--- src/rtl/uart_pkg.sv ---
// rtl/uart_pkg.sv - shared types and defaults for the UART transmit scheduler
package uart_pkg;

    localparam int DEF_N_REQ        = 4;
    localparam int DEF_DATA_W       = 32;
    localparam int DEF_FRAME_CYCLES = 35;
    localparam int DEF_GAP_CYCLES   = 2;

    typedef enum logic [1:0] {
        IDLE = 2'd0,
        SEND = 2'd1,
        GAP  = 2'd2
    } tx_state_e;

    // Bits needed to index 'value' distinct items; 0 for value <= 1.
    function automatic int clog2(input int value);
        int r;
        r = 0;
        for (int i = 0; i < 31; i++) begin
            if ((1 << i) < value) begin
                r = i + 1;
            end
        end
        return r;
    endfunction

endpackage

--- src/rtl/uart_rr_picker.sv ---
// rtl/uart_rr_picker.sv - rotate-priority encoder: first set req bit at or after rr_ptr
module uart_rr_picker
    import uart_pkg::*;
#(
    parameter int  N_REQ = DEF_N_REQ,
    localparam int ID_W  = clog2(N_REQ)
) (
    input  logic [N_REQ-1:0] req,
    input  logic [ID_W-1:0]  rr_ptr,
    output logic             valid,
    output logic [ID_W-1:0]  index
);

    logic [ID_W-1:0] cand;

    // Scan from the farthest offset down so the nearest set bit is written last.
    // N_REQ is a power of two, so the ID_W-bit sum wraps naturally.
    always_comb begin
        valid = 1'b0;
        index = '0;
        cand  = '0;
        for (int i = N_REQ - 1; i >= 0; i--) begin
            cand = rr_ptr + ID_W'(i);
            if (req[cand]) begin
                valid = 1'b1;
                index = cand;
            end
        end
    end

endmodule

--- src/rtl/uart_tx_scheduler.sv ---
// rtl/uart_tx_scheduler.sv - round-robin scheduler feeding one UART transmitter, frame-timed by cycle count
module uart_tx_scheduler
    import uart_pkg::*;
#(
    parameter int  N_REQ        = DEF_N_REQ,
    parameter int  DATA_W       = DEF_DATA_W,
    parameter int  FRAME_CYCLES = DEF_FRAME_CYCLES,
    parameter int  GAP_CYCLES   = DEF_GAP_CYCLES,
    localparam int ID_W         = clog2(N_REQ)
) (
    input  logic                    Baud_Clk,
    input  logic                    Reset,
    input  logic                    Tx_enable,
    input  logic [N_REQ-1:0]        Req,
    input  logic [N_REQ*DATA_W-1:0] Req_Data,
    output logic [N_REQ-1:0]        Ack,
    output logic [ID_W-1:0]         Grant_Id,
    output logic                    Tx_start,
    output logic [DATA_W-1:0]       Tx_Data,
    output logic                    Busy
);

    localparam int CNT_MAX = (FRAME_CYCLES > GAP_CYCLES) ? FRAME_CYCLES : GAP_CYCLES;
    localparam int CNT_W   = clog2(CNT_MAX + 1);

    tx_state_e          state_q, state_d;
    logic [CNT_W-1:0]   cnt_q, cnt_d;
    logic [ID_W-1:0]    rr_ptr_q, rr_ptr_d;
    logic [N_REQ-1:0]   ack_q, ack_d;
    logic [ID_W-1:0]    grant_id_q, grant_id_d;
    logic               tx_start_q, tx_start_d;
    logic [DATA_W-1:0]  tx_data_q, tx_data_d;

    logic               pick_valid;
    logic [ID_W-1:0]    pick_idx;

    uart_rr_picker #(
        .N_REQ (N_REQ)
    ) u_picker (
        .req    (Req),
        .rr_ptr (rr_ptr_q),
        .valid  (pick_valid),
        .index  (pick_idx)
    );

    // Ack/Tx_start default low so each grant produces exactly one pulse.
    always_comb begin
        state_d    = state_q;
        cnt_d      = cnt_q;
        rr_ptr_d   = rr_ptr_q;
        ack_d      = '0;
        grant_id_d = grant_id_q;
        tx_start_d = 1'b0;
        tx_data_d  = tx_data_q;
        case (state_q)
            IDLE: begin
                if (Tx_enable && pick_valid) begin
                    tx_data_d  = Req_Data[pick_idx*DATA_W +: DATA_W];
                    grant_id_d = pick_idx;
                    ack_d      = N_REQ'(1) << pick_idx;
                    tx_start_d = 1'b1;
                    cnt_d      = CNT_W'(FRAME_CYCLES - 1);
                    rr_ptr_d   = pick_idx + ID_W'(1);
                    state_d    = SEND;
                end
            end
            SEND: begin
                if (cnt_q == '0) begin
                    cnt_d   = CNT_W'(GAP_CYCLES - 1);
                    state_d = GAP;
                end else begin
                    cnt_d = cnt_q - CNT_W'(1);
                end
            end
            GAP: begin
                if (cnt_q == '0) begin
                    state_d = IDLE;
                end else begin
                    cnt_d = cnt_q - CNT_W'(1);
                end
            end
            default: begin
                state_d = IDLE;
                cnt_d   = '0;
            end
        endcase
    end

    always_ff @(posedge Baud_Clk) begin
        if (Reset) begin
            state_q    <= IDLE;
            cnt_q      <= '0;
            rr_ptr_q   <= '0;
            ack_q      <= '0;
            grant_id_q <= '0;
            tx_start_q <= 1'b0;
            tx_data_q  <= '0;
        end else begin
            state_q    <= state_d;
            cnt_q      <= cnt_d;
            rr_ptr_q   <= rr_ptr_d;
            ack_q      <= ack_d;
            grant_id_q <= grant_id_d;
            tx_start_q <= tx_start_d;
            tx_data_q  <= tx_data_d;
        end
    end

    assign Ack      = ack_q;
    assign Grant_Id = grant_id_q;
    assign Tx_start = tx_start_q;
    assign Tx_Data  = tx_data_q;
    assign Busy     = (state_q != IDLE);

endmodule
--- config.mk ---
export PLATFORM = sky130hd
export DESIGN_NAME = uart_tx_scheduler
export DESIGN_NICKNAME = d
export VERILOG_FILES = /design/src/rtl/uart_pkg.sv /design/src/rtl/uart_rr_picker.sv /design/src/rtl/uart_tx_scheduler.sv
export SDC_FILE = /design/constraint.sdc
export NUM_CORES = 1
export LEC_CHECK = 0
export CAP_MARGIN = 0
export CELL_PAD_IN_SITES_DETAIL_PLACEMENT = 1
export CELL_PAD_IN_SITES_GLOBAL_PLACEMENT = 1
export CORE_ASPECT_RATIO = 1.5
export CORE_MARGIN = 4
export CORE_UTILIZATION = 27
export CTS_CLUSTER_DIAMETER = 60
export CTS_CLUSTER_SIZE = 28
export DETAILED_ROUTE_END_ITERATION = 12
export GPL_TIMING_DRIVEN = 0
export PLACE_DENSITY_LB_ADDON = 0.1
export SYNTH_ARGS = -nofsm -noshare
export SYNTH_HDL_FRONTEND = slang
export SYNTH_SLANG_ARGS = --single-unit
export TNS_END_PERCENT = 5
--- constraint.sdc ---
create_clock -name Baud_Clk -period 2.48 [get_ports Baud_Clk]
set_clock_uncertainty 0.1 [all_clocks]
set_input_delay 0.496 -clock Baud_Clk [delete_from_list [all_inputs] [get_ports Baud_Clk]]
set_output_delay 0.496 -clock Baud_Clk [all_outputs]
set_load 0.02 [all_outputs]
==> flow_summary.rst <==
.. list-table::
   :header-rows: 1

   * - Metric
     - Value
   * - Area share of the leading cell type in the synthesized netlist
     - 34.0%
   * - Via count
     - approximately 2900
   * - Per-cell via count in the routed design
     - 4.76
   * - Share of cell area taken by muxes after synthesis
     - between 20% and 30%
   * - Crit path time final
     - 2.35 ns
   * - Layout-stage area growth over the synthesis result
     - 72.2%
   * - Worst slew margin relative to its limit
     - between 60% and 70%
   * - Setup ws final
     - between 0.1 and 0.15 ns
   * - Buffer cell driving the clock tree root
     - sky130_fd_sc_hd__clkbuf_16
   * - Syn avg cell area
     - 10.5 sq um
   * - Startpoint types
     - input pin
   * - Number of unique standard cell types used by synthesis
     - 44
   * - Antenna Cells
     - 0
   * - Number of antenna-violating nets in the routed design
     - 0
   * - Number of buffers inserted during clock tree synthesis
     - 5
   * - Critical-path maximum fanout
     - 10
   * - Gate family responsible for the most delay along the worst path
     - buffers and inverters
   * - Slew at the pin closest to its max-slew limit
     - ~0.52 ns
   * - Number of enable-type register cells in the synthesized netlist
     - 0
   * - Endpoints failing hold
     - 0
   * - Clock tree from TritonCTS
     - built
   * - Largest stage delay, worst path
     - between 0.6 and 0.7 ns
   * - Main synth FF type
     - sky130_fd_sc_hd__dfxtp_1
   * - Via count of the first global-routing pass
     - roughly 3100
   * - Critical path buffer and inverter count
     - 2
   * - Total wire length after detailed routing
     - 10900 microns
   * - Die Footprint
     - around 12000 sq um
   * - Top cells by area in the synthesized netlist
     - sky130_fd_sc_hd__dfxtp_1 34%, sky130_fd_sc_hd__mux2i_1 23%, sky130_fd_sc_hd__o221ai_2 15%
   * - Adder-cell share of the synthesized area
     - less than 1%
   * - Initial antenna violation count
     - 0
   * - Setup Crit Path Kind
     - input pin to register
   * - CTS H-tree depth
     - 2
   * - Detail-routed net length per standard cell
     - between 15 and 20 microns
   * - Post-cts hold buffer count
     - 0
   * - Chip Width
     - just over 90 microns
   * - TritonRoute pass-1 iters
     - 4
   * - Number of cell rows
     - 46
   * - Power per cell area
     - approximately 650 nW/um^2
   * - Floorplan die height
     - between 100 and 150 microns
   * - Post-synthesis simple-gate area fraction
     - approximately an eighth
   * - Synth warn
     - 0
   * - Hold/Removal Path Class
     - register to register
   * - First-pass GRT wire length
     - between 15000 and 20000 microns
   * - Post-Syn Instances
     - between 200 and 300
   * - Number of nets at the end of the flow
     - 594
   * - RSZ-0062 raised after global routing
     - no
   * - Cell area after technology mapping
     - around 2900 sq um
   * - #FFs+latches synth
     - around 50
   * - Syn nets
     - ~410
   * - Port-buffer cells
     - roughly 170
   * - Capturing element type of the critical path
     - register
   * - Final count of negative-setup-slack endpoints
     - 0
   * - Count of max-cap constraint violations
     - 0
   * - Placer congestion estimate
     - about 0.8
   * - Leading area contributor after synthesis
     - sky130_fd_sc_hd__dfxtp_1
   * - Clock tree buffer depth
     - 2
   * - Part of the cycle the worst path needs
     - 94.6%
   * - Leakage power total
     - approximately 1.8 nW
   * - Drc violations
     - 0
   * - Master of the slowest instance on the critical path
     - sky130_fd_sc_hd__o41ai_4
   * - Worst ir drop on vdd
     - around 370 uV
   * - Clock latency on the worst-skew pair
     - just under 0.3 ns
   * - Dpl hpwl
     - about 8900 microns
   * - Synthesized-area fraction occupied by xor and xnor cells
     - 1.52%
   * - Cell chain of the critical path
     - clkdlybuf4s50_1 -> o41ai_4 -> nor3_4 -> nand2_2 -> buf_2 -> o221ai_2
   * - WP data arrival
     - about 2.4 ns
   * - Iteration-0 DRC count of the detailed router
     - 39
   * - # fillers
     - about 1200
   * - Total global routing track utilization
     - between 10% and 20%
   * - Core footprint
     - about 11000 sq um
   * - Final std cells w/o fill
     - about 600
   * - Starting density of the core
     - between 20% and 30%
   * - Clock Pin Slew Worst Setup and Hold Paths
     - roughly 0.070 ns
   * - Highest achievable clock rate
     - 426 MHz
   * - Leftover overflow at the end of global routing
     - 0
   * - Post-placement cell count
     - a little under 600
   * - Register-to-register setup slack
     - 0.43 ns
   * - Fraction of registers with async set or reset after synthesis
     - 0%
   * - Sink Count
     - 49
   * - CP Data Required Time
     - ~2.6 ns
   * - Fraction of layout cells with a size suffix above 1
     - 14.2%
   * - Worst setup slack before clock tree synthesis
     - -0.196 ns
   * - Register area share after synthesis
     - 34.0%
   * - Area fraction in compound gates after synthesis
     - 22.3%
   * - Dominant combinational cell family by area after synthesis
     - multiplexers
   * - Pins over their slew limit
     - 0
   * - I/O pins
     - ~180
   * - Largest net degree at the start of global routing
     - 15
   * - Post-layout utilization of the core
     - a little under half
   * - Power after layout
     - between 0.003 and 0.004 W
   * - Result of the run
     - finished, final reports clean
layer usage:
metal	share of wire, %	GRT usage (%)
met5	0	0
met4	1.2	4.05
met3	6.1	4.12
met2	56	33.7
met1	37	18.6
cell type report:
cell class | count | area [sq um] | share of cell area (%)
sequential | 49 | 981 | 19.7
tap | 144 | 180 | 3.62
clock buffer | 7 | 153 | 3.07
multi-input combinational | 200 | 1730 | 34.8
timing repair buffer | 174 | 1740 | 35.0
buffer | 21 | 160 | 3.22
clock inverter | 1 | 5.00 | 0.101
inverter | 6 | 22.5 | 0.453
Yosys cell counts, types with 2 or more instances:
cell,number
sky130_fd_sc_hd__nor4_1,2
sky130_fd_sc_hd__nor2b_1,2
sky130_fd_sc_hd__nand2_1,34
sky130_fd_sc_hd__buf_6,6
sky130_fd_sc_hd__inv_1,6
sky130_fd_sc_hd__o221ai_1,4
sky130_fd_sc_hd__buf_4,6
sky130_fd_sc_hd__xnor2_1,3
sky130_fd_sc_hd__nand3_1,2
sky130_fd_sc_hd__o21ai_0,3
sky130_fd_sc_hd__ha_1,2
sky130_fd_sc_hd__and3_1,3
sky130_fd_sc_hd__mux2i_1,67
sky130_fd_sc_hd__a21oi_1,9
sky130_fd_sc_hd__xor2_1,2
sky130_fd_sc_hd__dfxtp_1,49
sky130_fd_sc_hd__clkbuf_1,2
sky130_fd_sc_hd__o221ai_2,28
sky130_fd_sc_hd__nor3_1,3
sky130_fd_sc_hd__buf_2,7
sky130_fd_sc_hd__nor2_2,2
sky130_fd_sc_hd__nor2_1,12
repair_timing:
| item | 4_1_cts | 5_1_grt |
|---|---|---|
| hold endpoints to repair | 0 | 0 |
| setup buffers | 0 | 0 |
| endpoints found under the setup margin | 0 | 2 |
| resized for setup | 0 | 2 |
power by group:
group          internal, W  leakage [nW]  switching (W)
clock network     0.000428        0.0799       0.000305
registers         0.000928         0.402      0.0000976
logic             0.000762          1.36       0.000732
total              0.00212          1.84        0.00113
metrics by stage:
step	hold WS, ns	setup TNS [ns]	area [sq um]
2_1_floorplan	0.352	0	2890
3_3_place_gp	0.345	-3.65	4810
3_5_place_dp	0.357	-4.79	4810
4_1_cts	0.375	0	4970
5_1_grt	0.390	0	4970
6_report	0.367	0	4970
path summary, 6_finish.rpt:
check                           startpoint                       end  depth (start not counted)
setup / recovery                    Req[2]   Tx_Data[9]$_SDFFE_PP0P_                          6
hold / removal    Tx_Data[12]$_SDFFE_PP0P_  Tx_Data[12]$_SDFFE_PP0P_                          2
setup reg to reg     cnt_q[0]$_SDFFE_PP0P_     cnt_q[4]$_SDFFE_PP0P_                          7
hold reg to reg   Tx_Data[12]$_SDFFE_PP0P_  Tx_Data[12]$_SDFFE_PP0P_                          2
flip-flops by register name, indices dropped and copies added, names as in the netlist:
| name | cells |
|---|---|
| Ack | 4 |
| Grant_Id | 2 |
| cnt_q | 6 |
| Tx_Data | 32 |
| rr_ptr_q | 2 |
| Tx_start | 1 |
| state_q | 2 |
tightest hold or removal path, cell delays in order, from the launching register on:
cell,delay [ns]
sky130_fd_sc_hd__dfxtp_1,0.33
sky130_fd_sc_hd__nand2_1,0.06
sky130_fd_sc_hd__o221ai_2,0.05
cells by family after synthesis:
group / Yosys count
flip-flops: 49
multiplexers: 67
AO/OA/AOI/OAI: 55
adder cells (fa/ha/maj): 2
AND/OR/NAND/NOR: 71
buffers and inverters: 27
XOR/XNOR: 5
layout by cell type, fill, tap and decap left out, drive strengths merged, types with 3 or more instances in the layout:
| cell | n |
|---|---|
| nand2 | 35 |
| clkbuf | 11 |
| clkdlybuf4s50 | 174 |
| mux2i | 67 |
| nor2 | 15 |
| o221ai | 32 |
| and3 | 3 |
| a21oi | 10 |
| dfxtp | 49 |
| buf | 17 |
| o31ai | 3 |
| o21ai | 3 |
| nor3 | 5 |
| inv | 6 |
| xnor2 | 3 |
(Power assumes the default switching activity.)
